$ cat config.mk
export PLATFORM = sky130hd
export DESIGN_NAME = autotest_sequencer
export DESIGN_NICKNAME = d
export VERILOG_FILES = /design/src/rtl/autotest_sequencer.sv
export SDC_FILE = /design/constraint.sdc
export NUM_CORES = 1
export LEC_CHECK = 0
export CAP_MARGIN = 15
export CELL_PAD_IN_SITES_DETAIL_PLACEMENT = 0
export CELL_PAD_IN_SITES_GLOBAL_PLACEMENT = 2
export CORE_MARGIN = 2
export CORE_UTILIZATION = 25
export DETAILED_ROUTE_END_ITERATION = 16
export PLACE_DENSITY_LB_ADDON = 0.05
export SLEW_MARGIN = 40
export SYNTH_ARGS = -nofsm -noshare
export SYNTH_HDL_FRONTEND = slang
export SYNTH_SLANG_ARGS = --single-unit
$ cat constraint.sdc
create_clock -name clk -period 2.3 [get_ports clk]
set_clock_uncertainty 0.05 [all_clocks]
set_input_delay 0.345 -clock clk [delete_from_list [all_inputs] [get_ports clk]]
set_output_delay 0.345 -clock clk [all_outputs]
set_load 0.005 [all_outputs]
$ cat src/rtl/autotest_sequencer.sv
// autotest_sequencer: paces UUT stimulus vectors, packs both result bytes
// into a 512-byte block buffer and requests one SD block write per full buffer.
// Optional watchdog on the UUT handshake: define AUTOTEST_TIMEOUT_EN.
module autotest_sequencer #(
  parameter int unsigned CLK_INTERNAL_DIVIDER = 17,
  parameter int unsigned SIZE_INPUT_UUT_1     = 32,
  parameter int unsigned SIZE_OUTPUT_UUT_1    = 8,
  parameter int unsigned SIZE_OUTPUT_UUT_2    = 8,
  parameter logic [31:0] START_BLOCK          = 32'h00100000,
  parameter int unsigned NUM_BLOCKS           = 4
) (
  input  logic                         clk,
  input  logic                         rst,
  input  logic                         start,
  output logic [SIZE_INPUT_UUT_1-1:0]  uut_input,
  output logic                         uut_start,
  input  logic                         uut_done,
  input  logic [SIZE_OUTPUT_UUT_1-1:0] uut_out_1,
  input  logic [SIZE_OUTPUT_UUT_2-1:0] uut_out_2,
  output logic                         buf_we,
  output logic [8:0]                   buf_addr,
  output logic [7:0]                   buf_wdata,
  output logic                         sd_write_req,
  output logic [31:0]                  sd_block_addr,
  input  logic                         sd_write_ack,
  output logic                         busy,
  output logic                         finished,
  output logic                         error
);

  localparam int unsigned DIV_W      = CLK_INTERNAL_DIVIDER;
  localparam int unsigned VEC_W      = SIZE_INPUT_UUT_1;
  localparam int unsigned PTR_W      = 9;
  localparam int unsigned BLK_W      = 32;
  localparam logic [BLK_W-1:0] LAST_BLOCK = BLK_W'(NUM_BLOCKS - 1);
  localparam logic [PTR_W-1:0] LAST_PTR   = PTR_W'(511);

  typedef enum logic [2:0] {
    IDLE,
    WAIT_TICK,
    WAIT_UUT,
    WR_B0,
    WR_B1,
    SD_REQ,
    DONE
  } state_t;

  state_t             state;
  logic [DIV_W-1:0]   div;
  logic [VEC_W-1:0]   vec;
  logic [PTR_W-1:0]   ptr;
  logic [BLK_W-1:0]   blk;
  logic [7:0]         out2_q;
  logic               tick;

`ifdef AUTOTEST_TIMEOUT_EN
  logic [15:0]        wd;
`else
  assign error = 1'b0;
`endif

  // Step tick when the free-running divider reaches all-ones
  assign tick = &div;

  // Sequencer FSM; byte-write outputs are loaded on entry so they are
  // visible during WR_B0/WR_B1, one cycle after uut_done is sampled
  always_ff @(posedge clk) begin
    if (rst) begin
      state         <= IDLE;
      div           <= '0;
      vec           <= '0;
      ptr           <= '0;
      blk           <= '0;
      out2_q        <= '0;
      uut_input     <= '0;
      uut_start     <= 1'b0;
      buf_we        <= 1'b0;
      buf_addr      <= '0;
      buf_wdata     <= '0;
      sd_write_req  <= 1'b0;
      sd_block_addr <= '0;
      busy          <= 1'b0;
      finished      <= 1'b0;
`ifdef AUTOTEST_TIMEOUT_EN
      wd            <= '0;
      error         <= 1'b0;
`endif
    end else begin
      div       <= div + DIV_W'(1);
      uut_start <= 1'b0;
      buf_we    <= 1'b0;
      case (state)
        IDLE: begin
          if (start) begin
            state    <= WAIT_TICK;
            busy     <= 1'b1;
            finished <= 1'b0;
            vec      <= '0;
            ptr      <= '0;
            blk      <= '0;
`ifdef AUTOTEST_TIMEOUT_EN
            error    <= 1'b0;
`endif
          end
        end
        WAIT_TICK: begin
          if (tick) begin
            uut_input <= vec;
            uut_start <= 1'b1;
            state     <= WAIT_UUT;
`ifdef AUTOTEST_TIMEOUT_EN
            wd        <= '0;
`endif
          end
        end
        WAIT_UUT: begin
          if (uut_done) begin
            buf_we    <= 1'b1;
            buf_addr  <= ptr;
            buf_wdata <= 8'(uut_out_1);
            out2_q    <= 8'(uut_out_2);
            ptr       <= ptr + PTR_W'(1);
            state     <= WR_B0;
          end
`ifdef AUTOTEST_TIMEOUT_EN
          else if (wd == 16'hFFFF) begin
            // UUT never answered: record marker bytes and keep the run going
            buf_we    <= 1'b1;
            buf_addr  <= ptr;
            buf_wdata <= 8'hEE;
            out2_q    <= 8'hEE;
            ptr       <= ptr + PTR_W'(1);
            error     <= 1'b1;
            state     <= WR_B0;
          end else begin
            wd <= wd + 16'd1;
          end
`endif
        end
        WR_B0: begin
          buf_we    <= 1'b1;
          buf_addr  <= ptr;
          buf_wdata <= out2_q;
          ptr       <= ptr + PTR_W'(1);
          vec       <= vec + VEC_W'(1);
          state     <= WR_B1;
        end
        WR_B1: begin
          if (buf_addr == LAST_PTR) begin
            sd_write_req  <= 1'b1;
            sd_block_addr <= START_BLOCK + blk;
            state         <= SD_REQ;
          end else begin
            state <= WAIT_TICK;
          end
        end
        SD_REQ: begin
          if (sd_write_ack) begin
            sd_write_req <= 1'b0;
            blk          <= blk + BLK_W'(1);
            ptr          <= '0;
            if (blk == LAST_BLOCK) begin
              busy     <= 1'b0;
              finished <= 1'b1;
              state    <= DONE;
            end else begin
              state <= WAIT_TICK;
            end
          end
        end
        DONE: begin
          state <= IDLE;
        end
        default: begin
          state <= IDLE;
        end
      endcase
    end
  end

endmodule

Yosys cells after proc, flatten, opt, wreduce, memory -nomap -nowiden

Cells that the tools add are included.

Register bits after elaboration: 187
Input port bits: 21
Output and inout bits: 87
Word-level logic and storage cells: 85

$add $sub $neg: 5
Eq/ne operators: 13
Multiplexer cells: 33
Bitwise logic cells: 1
Reduce and logical (&&, ||, !) cells: 18

Operator list:

| kind                                                                    | number |
|---|---|
| 32-bit one-hot mux with 2 select lines                                  | 2 |
| 32-bit by 1-bit adder with 32-bit output (second input constant)        | 2 |
| 32-bit 2-to-1 mux                                                       | 2 |
| 9-bit 2-to-1 mux                                                        | 4 |
| 9-bit one-hot mux with 4 select lines                                   | 1 |
| 21-bit by 32-bit adder with 32-bit output (first input constant)        | 1 |
| 32-bit by 2-bit equality test with 1-bit output (second input constant) | 1 |
| 3-bit 2-to-1 mux                                                        | 6 |
| 3-bit one-hot mux with 6 select lines                                   | 1 |
| 9-bit one-hot mux with 2 select lines                                   | 1 |
| 18-bit AND reduction                                                    | 1 |
| 17-bit by 1-bit adder with 17-bit output (second input constant)        | 1 |
| 17-bit AND reduction                                                    | 1 |
| 8-bit one-hot mux with 2 select lines                                   | 1 |
| 2-bit inequality test (second input constant)                           | 6 |
| 4-bit AND reduction                                                     | 3 |
| 1-bit 2-to-1 mux                                                        | 10 |
| 9-bit by 1-bit adder with 9-bit output (second input constant)          | 1 |
| 9-bit equality test (second input constant)                             | 1 |
| 8-bit 2-to-1 mux                                                        | 1 |
| 1-bit one-hot mux with 2 select lines                                   | 4 |
| 2-bit AND reduction                                                     | 4 |
| 2-bit nonzero test                                                      | 4 |
| 3-bit by 2-bit equality test with 1-bit output (second input constant)  | 2 |
| 7 further kinds                                                         | 9 |

Depth between registers and ports, before layout

Depth in word-level cells: 4
Mapped depth: 10
Depth with buffers taken out: 8

Worst setup path before layout

No wires, ideal clock.

Kind: reg-to-reg
From: register div[2]
To: register state[0]
Setup time: 132 ps
Arrival: 1885 ps
Data required time: 2118 ps
Path slack: 232 ps
Stages on the path, launching flop included: 11
Buffers on the path: 2
Period minus slack after synthesis: 2068 ps
Cell sequence: dfxtp_1 and4_1 clkbuf_1 and4_1 clkbuf_1 and3_1 ha_1 nor2_1 o2bb2ai_1 a22oi_1 a21oi_1

Cells in the longest elaborated chain, start to end: 3

Ends and longest elaborated chain:

| what                                   | line | RTL |
|---|---|---|
| start, declared                        | 49   | `logic [DIV_W-1:0] div;` |
| start signal, assigned                 | 89   | `div <= div + DIV_W'(1);` |
| 17-bit AND reduction                   | 63   | `assign tick = &div;` |
| named net tick                         | 54   | `logic tick;` |
| 2-bit inequality test (no source line) | --   |  |
| 4-bit AND reduction (no source line)   | --   |  |
| end signal, assigned                   | 69   | `state <= IDLE;` |
| end signal, assigned                   | 95   | `state <= WAIT_TICK;` |
| end signal, assigned                   | 110  | `state <= WAIT_UUT;` |
| end, declared                          | 48   | `state_t state;` |

The timed path passes the listed nets, and every way through them passes these cells.
A chain may end at the register's enable or synchronous reset.

Worst setup path in the final report

From: register blk[20]
To: register blk[30]

Cells in the longest elaborated chain, start to end: 3

Ends and longest elaborated chain:

| what                                     | line | RTL |
|---|---|---|
| start, declared                          | 52   | `logic [BLK_W-1:0] blk;` |
| start signal, assigned                   | 160  | `blk <= blk + BLK_W'(1);` |
| 32-bit by 1-bit adder with 32-bit output | 160  |  |
| 32-bit 2-to-1 mux                        | 158  | `if (sd_write_ack) begin` |
| 32-bit one-hot mux with 2 select lines   | 92   | `case (state)` |

Every way passes these cells. The select of a mux whose other input is x is not followed.

==> run summary <==
CLOCK TREE
-------------------------------------------------------------------------------------------------
Buffer cell driving the clock tree root                                                 clkbuf_16
Largest buffer count on any clock path                                                          2
Number of instances resized during post-cts repair                                              0
Clk slew on worst S/H paths                                                               0.07 ns
Htree depth                                                                                     4
TritonCTS clock tree                                                                         done
Clock Latency Late Sink                                                                   0.44 ns
Clock Sink Count                                                                              187
Number of hold buffers added after cts                                                          0
Number of post-CTS setup repair buffers                                                         0
Inserted Clock Buffers                                                                         17

JOB
-------------------------------------------------------------------------------------------------
Max_cap viols                                                                                   0

WORST SETUP PATH
-------------------------------------------------------------------------------------------------
Sort of element at the end of the critical path                                          register
Worst setup path class                                                                    reg2reg
Data arrival time of the worst path                                                       2.43 ns
Biggest fanout along the worst timing path                                                      5
Startpoint types                                                                         register
Worst EP required                                                                         2.62 ns

MIN PATH
-------------------------------------------------------------------------------------------------
HP Class                                                                                   in2reg

TIMING
-------------------------------------------------------------------------------------------------
Minimum clock period after layout                                                         2.10 ns
Achievable frequency                                                                      475 MHz
Total negative slack for setup checks                                                        0 ns
Worst hold slack                                                                         0.267 ns
Slew at the pin closest to its max-slew limit                                            0.597 ns
Number of pins with negative max-slew slack in the final report                                 0
Share of the clock period used by the worst path                                            0.914
Setup repair after global routing missed its margin                                            no
Final Hold Violating Endpoints                                                                  0
Worst slew margin relative to its limit                                                     0.602
Setup violators final                                                                           0

LAYOUT
-------------------------------------------------------------------------------------------------
Fraction of final layout cells sized beyond drive strength 1                                0.123
Number of antenna repair diodes                                                                 0
Layout Nets                                                                                  1180
Filler Cells Inserted                                                                        3528
Post-synthesis to final-layout area growth                                                  31.2%

DIE
-------------------------------------------------------------------------------------------------
Chip Width                                                                                 188 um
I/O Pins                                                                                      108
Area of the die                                                                       0.0354 mm^2
Area inside the core boundary                                                         0.0334 mm^2
Row cnt                                                                                        67
Effective utilization at floorplan                                                          0.253
Die H                                                                                      188 um

POWER AND IR DROP
-------------------------------------------------------------------------------------------------
Proportion of total power due to net switching                                              0.220
Int Pwr                                                                                 0.00519 W
Leakage power of the design                                                               3.66 nW
Sequential group share of total power                                                       0.489
Overall power after layout                                                              0.00665 W
Net load switching power                                                                0.00146 W
Total power density per cell area                                                     598 mW/mm^2
Portion of total power attributed to combinational logic                                    0.033
Share of power burned in the clock network                                                  0.478
Worst-case vdd ir drop                                                                   0.561 mV

GRT
-------------------------------------------------------------------------------------------------
Remaining global-route overflow                                                                 0
Pin count of the biggest net entering global routing                                           44
Wire length of the first global-routing pass                                             42800 um
Number of antenna violations at the first check in global routing                               0
GRT Overall Usage                                                                           0.151
Number of global-route vias before repair                                                    7701

PLACEMENT
-------------------------------------------------------------------------------------------------
Post-DP HPWL                                                                             17900 um
Buffers on Ports                                                                              106
Weighted congestion reported at the end of routability-driven placement                     0.753

DETAILED ROUTING
-------------------------------------------------------------------------------------------------
Final WL                                                                                 25900 um
Iteration count of the initial detailed-routing pass                                            4
Number of remaining DRC errors                                                                  0
Final antenna-violating net count                                                               0
Count of routing violations after the opening detailed-route iteration                        281
Number of vias after detailed routing                                                        7775
Number of vias per cell after detailed routing                                               4.82
DR WL/cell                                                                                16.0 um

YOSYS
-------------------------------------------------------------------------------------------------
Area fraction of the dominant cell type after synthesis                                     0.442
Synthesis-stage register bit count                                                            187
Most numerous cell in the Yosys netlist                                                   dfxtp_1
Leading area contributor after synthesis                                                  dfxtp_1
Total of warnings raised by yosys                                                               0
Commonest cells in the netlist                                                       dfxtp_1 (187), nand2_1 (123), a21oi_1 (114)
Top area cells in the synthesized netlist                                            dfxtp_1 (44%), a21oi_1 (6.7%), nand2_1 (5.4%)
Leading register cell type out of synthesis                                               dfxtp_1
Cells after synthesis                                                                        1022
EDFF count, synth                                                                               0
Number of nets produced by synthesis                                                         1050
Sequential area share after synthesis                                                       0.442
Average footprint of a synthesized cell                                                 8.29 um^2
Synthesized cell area                                                                0.00847 mm^2
Number of distinct library cell variants in the gate-level netlist after synthesis             60
Proportion of synthesized flip-flops having asynchronous set or reset                           0

OUTCOME
-------------------------------------------------------------------------------------------------
Run status                                                                           complete, no violations

[sequential cells by signal, summed over array words and instances (netlist names)]
register and flops:
busy 1, out2_q 8, sd_block_addr 32, blk 32, div 17, buf_wdata 8
vec 32, buf_we 1, finished 1, uut_input 32, uut_start 1, state 3
buf_addr 9, ptr 9, sd_write_req 1
[cells in the final DEF, fill, tap and decap left out, types with 7 or more instances in the layout]
cell	Yosys	routed
a211oi_1	15	15
buf_4	2	84
mux2i_1	26	26
nor3_1	11	10
o21ai_0	51	51
xor2_1	14	14
xnor2_1	11	11
and4_1	12	12
or3_1	24	24
inv_1	16	16
clkdlybuf4s50_1	0	105
nand3_1	62	62
or2_2	10	10
and2_1	8	8
nor4_1	11	11
nand2_1	123	123
o211ai_1	10	10
o31ai_1	13	13
or4_1	19	19
nand4_1	34	34
clkbuf_16	0	17
nand2b_1	9	9
o41ai_1	7	7
dfxtp_1	187	186
a311oi_1	8	8
nor2_1	68	67
and3_1	7	7
a21oi_1	114	114
ha_1	7	7
[final cells by class]
class / count / area (um^2) / area share
sequential: 187 / 3740 / 0.337
clock inverter: 6 / 108 / 0.00968
multi-input combinational: 735 / 4340 / 0.390
timing repair buffer: 195 / 1800 / 0.162
tap: 448 / 561 / 0.0504
inverter: 16 / 60.1 / 0.00540
clock buffer: 26 / 509 / 0.0458
[power by group through the flow]
stage	clock network [W]	logic, W	registers, W
2_1_floorplan	0	0.000118	0.00332
3_3_place_gp	0	0.000223	0.00333
3_5_place_dp	0	0.000224	0.00333
4_1_cts	0.00332	0.000224	0.00325
5_1_grt	0.00344	0.000242	0.00325
6_report	0.00318	0.000220	0.00325
[through the flow]
| stage | instances | cell area, um^2 | utilization | setup slack (ns) |
|---|---|---|---|---|
| floorplan | 1022 | 8470 | - | 0.232 |
| global placement | 1581 | 10500 | 0.314 | -0.255 |
| detailed placement | 1581 | 10500 | 0.314 | -0.0419 |
| CTS | 1613 | 11100 | 0.332 | 0.194 |
| global route | 1613 | 11100 | 0.332 | 0.0337 |
| finish | 1613 | 11100 | 0.332 | 0.197 |
[critical path: stages (launching register included)]
cell and delay (ns):
dfxtp_1 0.42, ha_1 0.25, nand3_1 0.19, or3_1 0.47
or4_1 0.52, a21oi_1 0.15
[path summary, 6_finish.rpt]
kind | startpoint | to | slack (ns) | cells after the start
worst min-delay path | rst | sd_block_addr[17] | 0.27 | 2
worst max register to register | blk[20] | blk[30] | 0.20 | 5
worst min register to register | div[0] | div[0] | 0.39 | 1
worst max-delay path | blk[20] | blk[30] | 0.20 | 5
[kinds of logic (layout without fill, tap and decap cells)]
family	after synthesis	in the layout	share of synthesized area
other cells	1	1	0.000443
xor+xnor	25	25	0.0258
compound gates	244	244	0.173
mux	30	30	0.0360
buf+inv	100	243	0.0473
simple gates	428	428	0.266
fa+ha+maj	7	7	0.0103
flops	187	187	0.442
[per-layer routing]
metal	up-vias	global-route usage	part of all wire
li1	3961	-	-
met1	3685	0.213	0.52
met2	112	0.228	0.43
met3	17	0.0318	0.036
met4	0	0.0478	0.011
met5	-	0	0
(Power assumes the default switching activity.)
